[src/rtl/mul_div_unit.sv]
// mul_div_unit: multi-cycle multiply/divide unit with HI/LO registers.
// Iterative radix-2 shift-add multiply and restoring divide share one 2W-bit
// accumulator. Define MDU_FAST_MUL_EN to form the product combinationally
// (IDLE -> FIX in one edge); divide stays iterative either way.
module mul_div_unit #(
  parameter int DATA_WIDTH = 32
) (
  input  logic                  clock,
  input  logic                  reset_n,
  input  logic                  Start,
  input  logic [2:0]            Op,
  input  logic [DATA_WIDTH-1:0] OperandA,
  input  logic [DATA_WIDTH-1:0] OperandB,
  input  logic                  HiLoRead,
  input  logic                  Flush,
  output logic                  Busy,
  output logic                  Stall,
  output logic                  Done,
  output logic                  DivByZero,
  output logic [DATA_WIDTH-1:0] HI,
  output logic [DATA_WIDTH-1:0] LO
);

  localparam int W  = DATA_WIDTH;
  localparam int CW = $clog2(W + 1);

`ifdef MDU_FAST_MUL_EN
  localparam bit FastMul = 1'b1;
`else
  localparam bit FastMul = 1'b0;
`endif

  typedef enum logic [1:0] {IDLE, ITER, FIX} stateType;

  stateType          state, nextState;
  logic [W-1:0]      magA, magB;      // operand magnitudes (magA holds raw A on divide-by-zero)
  logic [2*W-1:0]    acc;             // {partial high, multiplier} or {remainder, quotient}
  logic [CW-1:0]     count;
  logic              isDiv, divZero, negResult, negRem;

  // Issue-side decode of the request presented this cycle.
  logic         opMul, opDiv, opSigned, divZeroIn;
  logic         signA, signB;
  logic [W-1:0] absA, absB;

  assign opMul     = (Op == 3'd0) || (Op == 3'd1);
  assign opDiv     = (Op == 3'd2) || (Op == 3'd3);
  assign opSigned  = (Op == 3'd0) || (Op == 3'd2);
  assign divZeroIn = opDiv && (OperandB == '0);
  assign signA     = opSigned && OperandA[W-1];
  assign signB     = opSigned && OperandB[W-1];
  assign absA      = signA ? -OperandA : OperandA;
  assign absB      = signB ? -OperandB : OperandB;

  assign Busy  = (state != IDLE);
  assign Stall = Busy && (Start || HiLoRead);

  // State register.
  always_ff @(posedge clock or negedge reset_n) begin
    // NOTE: sequential state uses non-blocking assignments so every flop samples pre-edge values.
    if (!reset_n) state <= IDLE;
    else          state <= nextState;
  end

  // Next-state logic; Flush overrides everything.
  always_comb begin
    // NOTE: default assigned first so no path leaves nextState unassigned (no latch).
    nextState = state;
    if (Flush) begin
      nextState = IDLE;
    end else begin
      case (state)
        IDLE: if (Start && (opMul || opDiv))
                nextState = (divZeroIn || (opMul && FastMul)) ? FIX : ITER;
        ITER: if (count == CW'(1)) nextState = FIX;
        FIX:  nextState = IDLE;
        default: nextState = IDLE;
      endcase
    end
  end

  // One radix-2 step: shift-add multiply or restoring divide.
  logic [W:0]     mulSum, divTrial;
  logic [2*W-1:0] accStep;
  always_comb begin
    mulSum   = {1'b0, acc[2*W-1:W]} + {1'b0, magA};
    // Shifted remainder is below 2*divisor, so W+1 bits hold it; bit W of the
    // difference is the borrow.
    divTrial = {acc[2*W-1:W], acc[W-1]} - {1'b0, magB};
    accStep  = acc;
    if (isDiv) begin
      if (!divTrial[W]) accStep = {divTrial[W-1:0], acc[W-2:0], 1'b1};
      else              accStep = {acc[2*W-2:0], 1'b0};
    end else begin
      if (acc[0]) accStep = {mulSum, acc[W-1:1]};
      else        accStep = {1'b0, acc[2*W-1:1]};
    end
  end

  // Final sign fix-up and HI/LO write values.
  logic [2*W-1:0] prodMag, product;
  logic [W-1:0]   quot, rem, hiNext, loNext;
  always_comb begin
`ifdef MDU_FAST_MUL_EN
    prodMag = {{W{1'b0}}, magA} * {{W{1'b0}}, magB};
`else
    prodMag = acc;
`endif
    product = negResult ? -prodMag : prodMag;
    quot    = negResult ? -acc[W-1:0] : acc[W-1:0];
    rem     = negRem ? -acc[2*W-1:W] : acc[2*W-1:W];
    if (divZero) begin
      hiNext = magA;
      loNext = '1;
    end else if (isDiv) begin
      hiNext = rem;
      loNext = quot;
    end else begin
      hiNext = product[2*W-1:W];
      loNext = product[W-1:0];
    end
  end

  // Datapath: operand capture, iteration, HI/LO writes and completion pulses.
  always_ff @(posedge clock or negedge reset_n) begin
    if (!reset_n) begin
      HI        <= '0;
      LO        <= '0;
      magA      <= '0;
      magB      <= '0;
      acc       <= '0;
      count     <= '0;
      isDiv     <= 1'b0;
      divZero   <= 1'b0;
      negResult <= 1'b0;
      negRem    <= 1'b0;
      Done      <= 1'b0;
      DivByZero <= 1'b0;
    end else begin
      Done      <= 1'b0;
      DivByZero <= 1'b0;
      if (!Flush) begin
        case (state)
          IDLE: if (Start) begin
            if (Op == 3'd4) HI <= OperandA;
            if (Op == 3'd5) LO <= OperandA;
            if (opMul || opDiv) begin
              magA      <= divZeroIn ? OperandA : absA;
              magB      <= absB;
              acc       <= {{W{1'b0}}, (opDiv ? absA : absB)};
              count     <= CW'(W);
              isDiv     <= opDiv;
              divZero   <= divZeroIn;
              negResult <= signA ^ signB;
              negRem    <= signA;
            end
          end
          ITER: begin
            acc   <= accStep;
            count <= count - CW'(1);
          end
          FIX: begin
            HI        <= hiNext;
            LO        <= loNext;
            Done      <= 1'b1;
            DivByZero <= divZero;
          end
          default: ;
        endcase
      end
    end
  end

endmodule

[config.mk]
export PLATFORM = sky130hd
export DESIGN_NAME = mul_div_unit
export DESIGN_NICKNAME = d
export VERILOG_FILES = /design/src/rtl/mul_div_unit.sv
export SDC_FILE = /design/constraint.sdc
export NUM_CORES = 1
export LEC_CHECK = 0
export ABC_AREA = 1
export BUFFER_PORTS_ARGS = -buffer_cell sky130_fd_sc_hd__buf_4
export CAP_MARGIN = 5
export CORE_MARGIN = 2
export CORE_UTILIZATION = 35
export DETAILED_ROUTE_END_ITERATION = 6
export GPL_TIMING_DRIVEN = 0
export HOLD_SLACK_MARGIN = 0.15
export PLACE_DENSITY_LB_ADDON = 0.05
export SETUP_SLACK_MARGIN = 0.1
export SLEW_MARGIN = 5
export SYNTH_ARGS = -nofsm -noshare
export SYNTH_HDL_FRONTEND = slang
export SYNTH_SLANG_ARGS = --single-unit
[constraint.sdc]
create_clock -name clock -period 2.3 [get_ports clock]
set_input_delay 0.46 -clock clock [delete_from_list [all_inputs] [get_ports clock]]
set_output_delay 0.46 -clock clock [all_outputs]
set_load 0.005 [all_outputs]
# Word-level counts from Yosys, hierarchy flattened
# Cells that the tools add are included.
# classes
n_addsub	8
n_mul	0
n_div	0
order_cmp	0
n_eq_ne	14
n_shift	0
mux	35
bitwise	2
n_reduce_logical	21
# ops
cell	count
32-bit two-way mux	14
64-bit two-way mux	6
32-bit negation	4
32-bit case mux with 2 select lines	2
64-bit case mux with 2 select lines	1
64-bit negation	1
32-bit by 32-bit adder with 33-bit output	1
33-bit by 32-bit subtractor with 33-bit output	1
32-bit logical NOT	1
4-bit AND reduction	4
6-bit two-way mux	2
6-bit case mux with 2 select lines	1
2-bit two-way mux	4
2-bit != test (second input constant)	4
3-bit by 2-bit equality test with 1-bit output (second input constant)	2
3-bit equality test (second input constant)	2
6-bit by 1-bit equality test with 1-bit output (second input constant)	1
3-bit != test (second input constant)	2
2-bit nonzero test	3
6-bit by 1-bit subtractor with 6-bit output (second input constant)	1
1-bit logical AND	5
1-bit logical OR	5
1-bit two-way mux	4
2-bit case mux with 2 select lines	1
8 further kinds	8
# totals
register_bits	206
latch_bits	0
ramBits	0
romBits	0
inputBits	72
output_inout_bits	68
mem_count	0

# Logic depth before layout (Yosys ltp)
# Gate-level depths: netlist (run 1).
# depth
word_depth	8
mapped_depth	20

# Least setup slack after synthesis (run 1)
# Ideal clock, no wire load.
# synth_path
kind	register to register
startpoint	register acc[31]
endpoint	register acc[63]
setup_time_ps	117
t_arrival_ps	2184
t_required_ps	2183
setup_slack_ps	-1
path_stages_with_launch	19
path_buffers	1
period_less_slack_ps	2301
path_cell_list	dfrtp_1 inv_1 ha_1 fa_1 inv_1 nand3_1 nand2_2 nand2_1 nand2_2 nand2_1 nand2_2 nand2_4 nand3_2 nand2_8 buf_12 nand3_1 nand3_1 nand2_1 nand2_1
# synth_between
elab_chain_len	4
# synth_rtl
element	line_no	text
from (decl)	37	logic [2*W-1:0] acc;
from (signal assigned)	150	acc <= {{W{1'b0}}, (opDiv ? absA : absB)};
from (signal assigned)	159	acc <= accStep;
33-bit by 32-bit subtractor with 33-bit output	89	divTrial = {acc[2*W-1:W], acc[W-1]} - {1'b0, magB};
64-bit two-way mux	92	if (!divTrial[W]) accStep = {divTrial[W-1:0], acc[W-2:0], 1'b1};
64-bit two-way mux	91	if (isDiv) begin
64-bit case mux with 2 select lines	143	case (state)
# No other way between the ends.
# A chain may end at the register's enable or synchronous reset.

# Worst setup path after layout (run 1)
# layout_path
startpoint	register acc[31]
endpoint	register acc[41]
# The elaborated chain is that of the path after synthesis.

==> results.md, run 1 <==
* Outcome: finished, violations left
* Failing checks: setup timing
* Clock root buffer master: clkbuf_16
* HP Start: OperandB[27]
* Die X at 242.7 um
* Critical path capture point type: register
* FF/Latch Area at approximately 5200 um^2
* Synth Flop Type: dfrtp_1
* DR vias/cell at about 5.6
* Multi-input gate area in the final layout at 14420 um^2
* Worst-case clock skew at around 0.011 ns
* Worst hold path type: in -> reg
* CTS Sinks at 206
* Max_slew headroom at 30.78%
* Post-DRT Antenna Nets at 0
* Worst hold margin at ~0.18 ns
* Drt first pass iters at 7
* Post-DR wirelength/cell at roughly 26 um
* First-pass GRT wire length at ~160000 um
* GP Congestion at 1.003
* Most frequent cells in the layout: 805 x nand2_1, 430 x nor2_1, 369 x inv_1
* Site Rows at 87
* Maximum clock path buffer count at 3
* Critical path data arrival time at about 3.2 ns
* Initial antenna violation count at 1
* Yosys warns at 0
* Number of setup violations in the final report at slightly above 40
* RSZ-0062 raised after global routing: yes
* CP startpoint kind: register
* Leak pwr at ~0.012 uW
* Mapped Area at 19940 um^2
* Post-route DRC at 0
* Period utilization at 114.3%
* Tmin final at 2.628 ns
* Fin nets at 3756
* Initial Util at between 30% and 40%
* Clock transition at the registers of the reported paths at 0.06 ns
* #FFs+latches synth at between 200 and 250
* Syn Inst Count at ~3.3k
* TritonCTS clock tree: done
* Avg Cell Area, Syn at about 6 um^2
* Die Y at ~240 um
* CP max FO at 5
* H-tree levels at 1
* Filler cells at 6231
* PwrDens at around 1600 nW/um^2
* Gr ovfl total at 0
* Worst VDD drop at ~1000 uV
* Routed vias at 24.67k
* Most common cell after layout, fill and taps aside: nand2_1
* Fmax at 380.5 MHz
* Max-slew violations at 0
* Final WL at 113300 um
* Vias in the first global route at ~23k
* CP startpoint: acc[31]$_DFFE_PN0P_
* Share of layout cells above drive strength 1 at 23.22%
* Fin util at 45.90%
* Asr flop ratio synth at 100.0%
* Max-cap viol count at 0
* Seq/Total Area, Yosys at between 20% and 30%
* IO buf count at 139
* Required time of the worst setup path at 2.83 ns
* Fin. Hold Viols at 0
* Type of the worst setup path: reg -> reg
* Mapped Nets at around 3.5k
* Worst-margin pin slew at just over 1 ns
* Core Area at between 50000 and 60000 um^2
* Pin count of the biggest net entering global routing at roughly 110
* Number of DRC markers in iteration 0 at around 2.8k
* Clk_lat worst skew at around 0.60 ns
* RR Startpoint: acc[31]$_DFFE_PN0P_
* Setup WS post-layout at -0.3281 ns
* # IOs at 140
* Num CTS Buffers at 27
* GRT Total Usage at roughly 37%
* Post-synth EDFFs at 0
* Netlist cell types at 56
* Die area at 58900 um^2
* Synth-to-Final Area Change at 29.78%
* Post-DP HPWL at 91590 um
stage by stage:
step	cell area (um^2)	power, uW	setup slack (ns)	instances	setup TNS, ns
CTS	24510	38740	-0.2288	4345	-5.799
floorplan	19970	22010	0.1060	3338	0
global route	25880	45000	-0.3562	4387	-11.25
finish	25880	42460	-0.3281	4388	-8.671
detailed placement	22020	31230	-0.7481	4235	-60.02
global placement	21960	31150	-1.083	4233	-236.36
worst max-delay path: stages, from the launching register on:
cell and delay, ns:
dfrtp_2 0.48, inv_6 0.08, ha_4 0.17, fa_2 0.34
inv_2 0.08, nand3_2 0.07, nand2_2 0.09, nand2_2 0.05
nand2_2 0.09, nand2_2 0.07, nand2_4 0.09, nand2_4 0.08
nand2_4 0.11, nand2_8 0.08, nand2_8 0.13, buf_12 0.11
buf_12 0.13, nand3_4 0.09, nand3_2 0.08, nand3_2 0.06
nand2_1 0.07
final timing paths:
path,end,slack [ns],cells after the start
worst max-delay path,acc[41]$_DFFE_PN0P_,-0.33,20
worst min-delay path,magB[27]$_DFFE_PN0P_,0.18,3
worst max register to register,acc[41]$_DFFE_PN0P_,-0.33,20
worst min register to register,LO[21]$_DFFE_PN0P_,0.49,2
max in group asynchronous,acc[60]$_DFFE_PN0P_,0.90,4
min in group asynchronous,magB[15]$_DFFE_PN0P_,0.41,3
layout make-up:
class | instances | share of cell area [%]
Antenna cell | 1 | 0.009669
Buffer | 126 | 2.746
Clock buffer | 38 | 2.964
Clock inverter | 10 | 0.5028
Inverter | 408 | 6.024
Multi-Input combinational cell | 2599 | 55.70
Sequential cell | 206 | 20.11
Tap cell | 756 | 3.655
Timing Repair Buffer | 244 | 8.282
state kept, by name, indices dropped and copies added, names as in the netlist:
signal     count
DivByZero      1
count          6
acc           64
magA          32
divZero        1
state          2
isDiv          1
negResult      1
negRem         1
magB          32
Done           1
HI            32
LO            32
per-layer routing:
| layer | vias up | track usage, % | part of all wire [%] | wire, um |
|---|---|---|---|---|
| met5 | - | 0 | 0.011 | 12 |
| met4 | 2 | 16.01 | 5.4 | 6085 |
| met3 | 252 | 7.430 | 8.8 | 10010 |
| met2 | 1168 | 56.89 | 42 | 48130 |
| met1 | 11830 | 50.83 | 43 | 49030 |
| li1 | 11420 | - | - | - |
logic make-up (layout without fill, tap and decap cells):
family	count (synthesis)	after routing	share of synthesized area, %
adder cells (fa/ha/maj)	72	72	4.593
flip-flops	206	206	25.85
XOR/XNOR	61	61	2.679
other	0	1	0
AO/OA/AOI/OAI	647	647	17.79
buffers and inverters	535	826	10.75
AND/OR/NAND/NOR	1817	1819	38.34
Yosys cell counts, types with 14 or more instances:
cell | count | share of area (%)
xor2_1 | 48 | 2.1
nor2_1 | 510 | 9.6
a31oi_1 | 27 | 0.85
buf_2 | 29 | 0.73
ha_1 | 70 | 4.4
o211ai_1 | 29 | 1.1
dfrtp_1 | 206 | 26
or2_2 | 21 | 0.66
nand3_1 | 276 | 6.9
nand4_1 | 32 | 1.0
a21oi_1 | 273 | 6.9
o22ai_1 | 20 | 0.63
inv_1 | 392 | 7.4
nor3_1 | 31 | 0.78
o21ai_1 | 16 | 0.40
o21ai_0 | 231 | 5.8
buf_1 | 14 | 0.26
nand3b_1 | 14 | 0.53
clkbuf_1 | 69 | 1.3
o31ai_1 | 15 | 0.56
nand2_1 | 879 | 17
where the power goes:
| part | switching, uW | leakage [uW] | internal (uW) |
|---|---|---|---|
| sequential | 2470 | 0.00242 | 5380 |
| combinational | 19400 | 0.00953 | 10800 |
| clock | 1890 | 0.000442 | 2560 |
repair_timing:
item                                    4_1_cts  5_1_grt
gates resized for setup                     295      290
cloned                                        2        2
pin swaps                                    46       82
setup buffers                                59       41
hold buffers                                  1        0
endpoints found under the hold margin        98        0
endpoints found under the setup margin      191      133
(Power assumes the default switching activity.)
==> inputs of run 2 (changes only) <==
--- a/config.mk
+++ b/config.mk
@@ -5,7 +5,6 @@
 export SDC_FILE = /design/constraint.sdc
 export NUM_CORES = 1
 export LEC_CHECK = 0
-export ABC_AREA = 1
 export BUFFER_PORTS_ARGS = -buffer_cell sky130_fd_sc_hd__buf_4
 export CAP_MARGIN = 5
 export CORE_MARGIN = 2
==> results.md, run 2 <==
* Outcome: finished, violations left
* Failing checks: setup timing
* Multi-input gate area in the final layout at 13540 um^2 (-6.0%)
* Post-synth EDFFs at 0 (unchanged)
* Most common cell after layout, fill and taps aside: nand2_1
* Worst hold margin at 0.1659 ns (-0.01050 ns)
* Most common cell in the netlist: nand2_1
* CP startpoint: acc[40]$_DFFE_PN0P_
* End of the critical path: HI[21]$_DFFE_PN0P_
* FF/Latch Area at 5184 um^2 (-0.41%)
* Required time of the worst setup path at 2.78 ns (-0.05 ns)
* Post-DRT Antenna Nets at 0 (unchanged)
* Number of setup violations in the final report at 110 (+170%)
* Critical R2R Capture: HI[21]$_DFFE_PN0P_
* Post-DP HPWL at 66870 um (-27%)
* Share of layout cells above drive strength 1 at 31.82% (+8.6 points)
* Worst-case clock skew at 0.02357 ns (+0.01233 ns)
* Max-slew violations at 0 (unchanged)
* RSZ-0062 raised after global routing: yes
* Setup WS post-layout at -0.9609 ns (-0.6328 ns)
* Drt first pass iters at 7 (unchanged)
* TritonCTS clock tree: done
* Post-layout instance count excluding filler cells at 3154 (-28%)
* Leak pwr at 0.01031 uW (-17%)
* Synth-to-Final Area Change at 42.74%
* Filler cells at 4693 (-25%)
* Clock transition at the registers of the reported paths at 0.07 ns (about the same)
* Fmax at 306.7 MHz (-19%)
* Reg with most FFs: acc
* Post-DR wirelength/cell at 27.59 um (+6.9%)
* First-pass GRT wire length at 124800 um (-22%)
* Inst Count DP at 2936 (-31%)
* Clk_lat worst skew at 0.58 ns (-0.02 ns)
* GP Congestion at 0.9832 (-1.9%)
* Site Rows at 80 (-8.0%)
* Netlist cell types at 80 (+43%)
* Mapped Area at 17020 um^2 (-15%)
* Die Y at 224.5 um (-7.5%)
* Critical path data arrival time at 3.74 ns (+0.58 ns)
* Avg Cell Area, Syn at 7.751 um^2 (+30%)
* Critical path capture point type: register
* R2r setup slk at -0.96 ns (-0.63 ns)
* Maximum clock path buffer count at 3 (unchanged)
* RR Startpoint: acc[40]$_DFFE_PN0P_
* Yosys top cell area share at 30.29% (+4.4 points)
* Synth top cells by count: 308 x nand2_1, 227 x o21ai_0, 206 x dfrtp_1, 189 x a21oi_1, 164 x nor2_1
* Tmin final at 3.261 ns (+0.6328 ns)
* GRT Total Usage at 33.78% (-3.4 points)
* Type of the worst setup path: reg -> reg
* Max_slew headroom at 31.93% (+1.2 points)
* Final WL at 87020 um (-23%)
* Num CTS Buffers at 26 (-3.7%)
* Fin util at 50.78% (+4.9 points)
* Syn Inst Count at 2196 (-34%)
* Fin nets at 2663 (-29%)
* Die area at 50410 um^2 (-14%)
* Initial antenna violation count at 1 (unchanged)
* Asr flop ratio synth at 100.0% (unchanged)
* Synth Flop Type: dfrtp_1
* Worst hold path type: in -> reg
* DR vias/cell at 5.987 (+6.5%)
* R2r worst-path depth at 8 (-60%)
* Gr ovfl total at 0 (unchanged)
* # IOs at 140 (unchanged)
* Most frequent cells in the layout: 270 x nand2_1, 239 x buf_4, 183 x dfrtp_1
* Period utilization at 141.8% (+28 points)
* H-tree levels at 1 (unchanged)
* Mapped Nets at 2340 (-33%)
* CTS Sinks at 206 (unchanged)
* Initial Util at 35.58% (+0.21 points)
* Clock root buffer master: clkbuf_16
* Seq/Total Area, Yosys at 30.29% (+4.4 points)
* #FFs+latches synth at 206 (unchanged)
* Max-cap viol count at 0 (unchanged)
* Tot Pwr at 22780 uW (-46%)
* Setup TNS at -54.89 ns (-46.22 ns)
* Die X at 224.5 um (-7.5%)
* Post-route DRC at 0 (unchanged)
* CP startpoint kind: register
* Worst VDD drop at 618.0 uV (-37%)
* Number of flip-flops under the largest register name at 64 (unchanged)
* Worst-margin pin slew at 1.021 ns (-0.01729 ns)
* CP max FO at 7 (+2)
* ANT cells at 0 (-1)
* Post-synth top area cell: dfrtp_1
* IO buf count at 123 (-12%)
* Vias in the first global route at 18.17k (-22%)
* Pin count of the biggest net entering global routing at 81 (-26%)
* Routed vias at 18.88k (-23%)
* PwrDens at 937.6 nW/um^2 (-43%)
* Number of DRC markers in iteration 0 at 1831 (-35%)
* Ranking of synthesized cells by area: dfrtp_1 30%, nand2_1 6.8%, o21ai_0 6.7%
* Core Area at 47850 um^2 (-15%)
* Yosys warns at 0 (unchanged)
* Fin. Hold Viols at 0 (unchanged)
## run 2: changes by cell type after synthesis, moves of 31 or more
cell / previous run / this run
nand2_1: 879 / 308
nor2_1: 510 / 164
inv_1: 392 / 68
nand3_1: 276 / 21
xnor2_1: 13 / 119
a21oi_1: 273 / 189
mux2i_1: 0 / 61
clkbuf_1: 69 / 123
xor2_1: 48 / 85
a21o_1: 2 / 33
## run 2: repair_timing
| action | in CTS | in global routing |
|---|---|---|
| buffers inserted | 115 | 63 |
| pin swaps | 152 | 160 |
| cloned | 4 | 0 |
| resized for setup | 425 | 220 |
| hold endpoints to repair | 59 | 0 |
| endpoints found under the setup margin | 208 | 173 |
| hold buffers | 1 | 0 |
## run 2: worst min path at each step
stage / start / to / cells past startpoint
finish: OperandA[0] / magA[0]$_DFFE_PN0P_ / 3
global route: OperandA[0] / magA[0]$_DFFE_PN0P_ / 3
CTS: OperandA[1] / magA[1]$_DFFE_PN0P_ / 3
detailed placement: reset_n / DivByZero$_DFF_PN0_ / 1
global placement: magB[3]$_DFFE_PN0P_ / magB[3]$_DFFE_PN0P_ / 2
floorplan: reset_n / DivByZero$_DFF_PN0_ / 0
## run 2: through the flow
step	instance area (um^2)	worst slack, ns
2_1_floorplan	17640	-0.7191
3_3_place_gp	19330	-1.743
3_5_place_dp	19390	-1.724
4_1_cts	23000	-0.9758
5_1_grt	24300	-1.102
6_report	24300	-0.9609
## run 2: report_power, final
group | internal [uW] | switching, uW | leakage (uW)
combinational | 5610 | 7190 | 0.00730
sequential | 4450 | 1210 | 0.00258
clock | 2500 | 1820 | 0.000436
total | 12600 | 10200 | 0.0103
## run 2: layer usage
layer	vias up	global-route usage, %	part of all wire (%)
li1	8476	-	-
met1	9447	46.73	43
met2	779	53.51	45
met3	182	4.624	7.0
met4	0	13.03	4.7
met5	-	0	0
## run 2: layout make-up
cell class | instances | area share, %
plain buffers | 149 | 3.955
repair buffers | 300 | 11.05
clock buffers | 36 | 3.085
well taps | 615 | 3.167
flip-flops and latches | 206 | 21.34
multi-input cells | 1768 | 55.75
clock inverters | 12 | 0.4841
inverters | 68 | 1.174
## run 2: cells by family after synthesis
kind of cell	after synthesis	synth area share (%)
compound gates	719	25.40
xor+xnor	204	10.50
fa+ha+maj	72	5.381
buf+inv	222	5.447
flops	206	30.29
mux	64	3.786
simple gates	709	19.21
## run 2: critical path, cell delays in order, from the launching register on
cell	delay [ns]
dfrtp_2	0.49
or4_4	0.62
or3_1	0.38
or3_2	0.45
or4_1	0.48
a32oi_1	0.20
xnor2_1	0.18
mux2i_1	0.14
a211oi_1	0.21
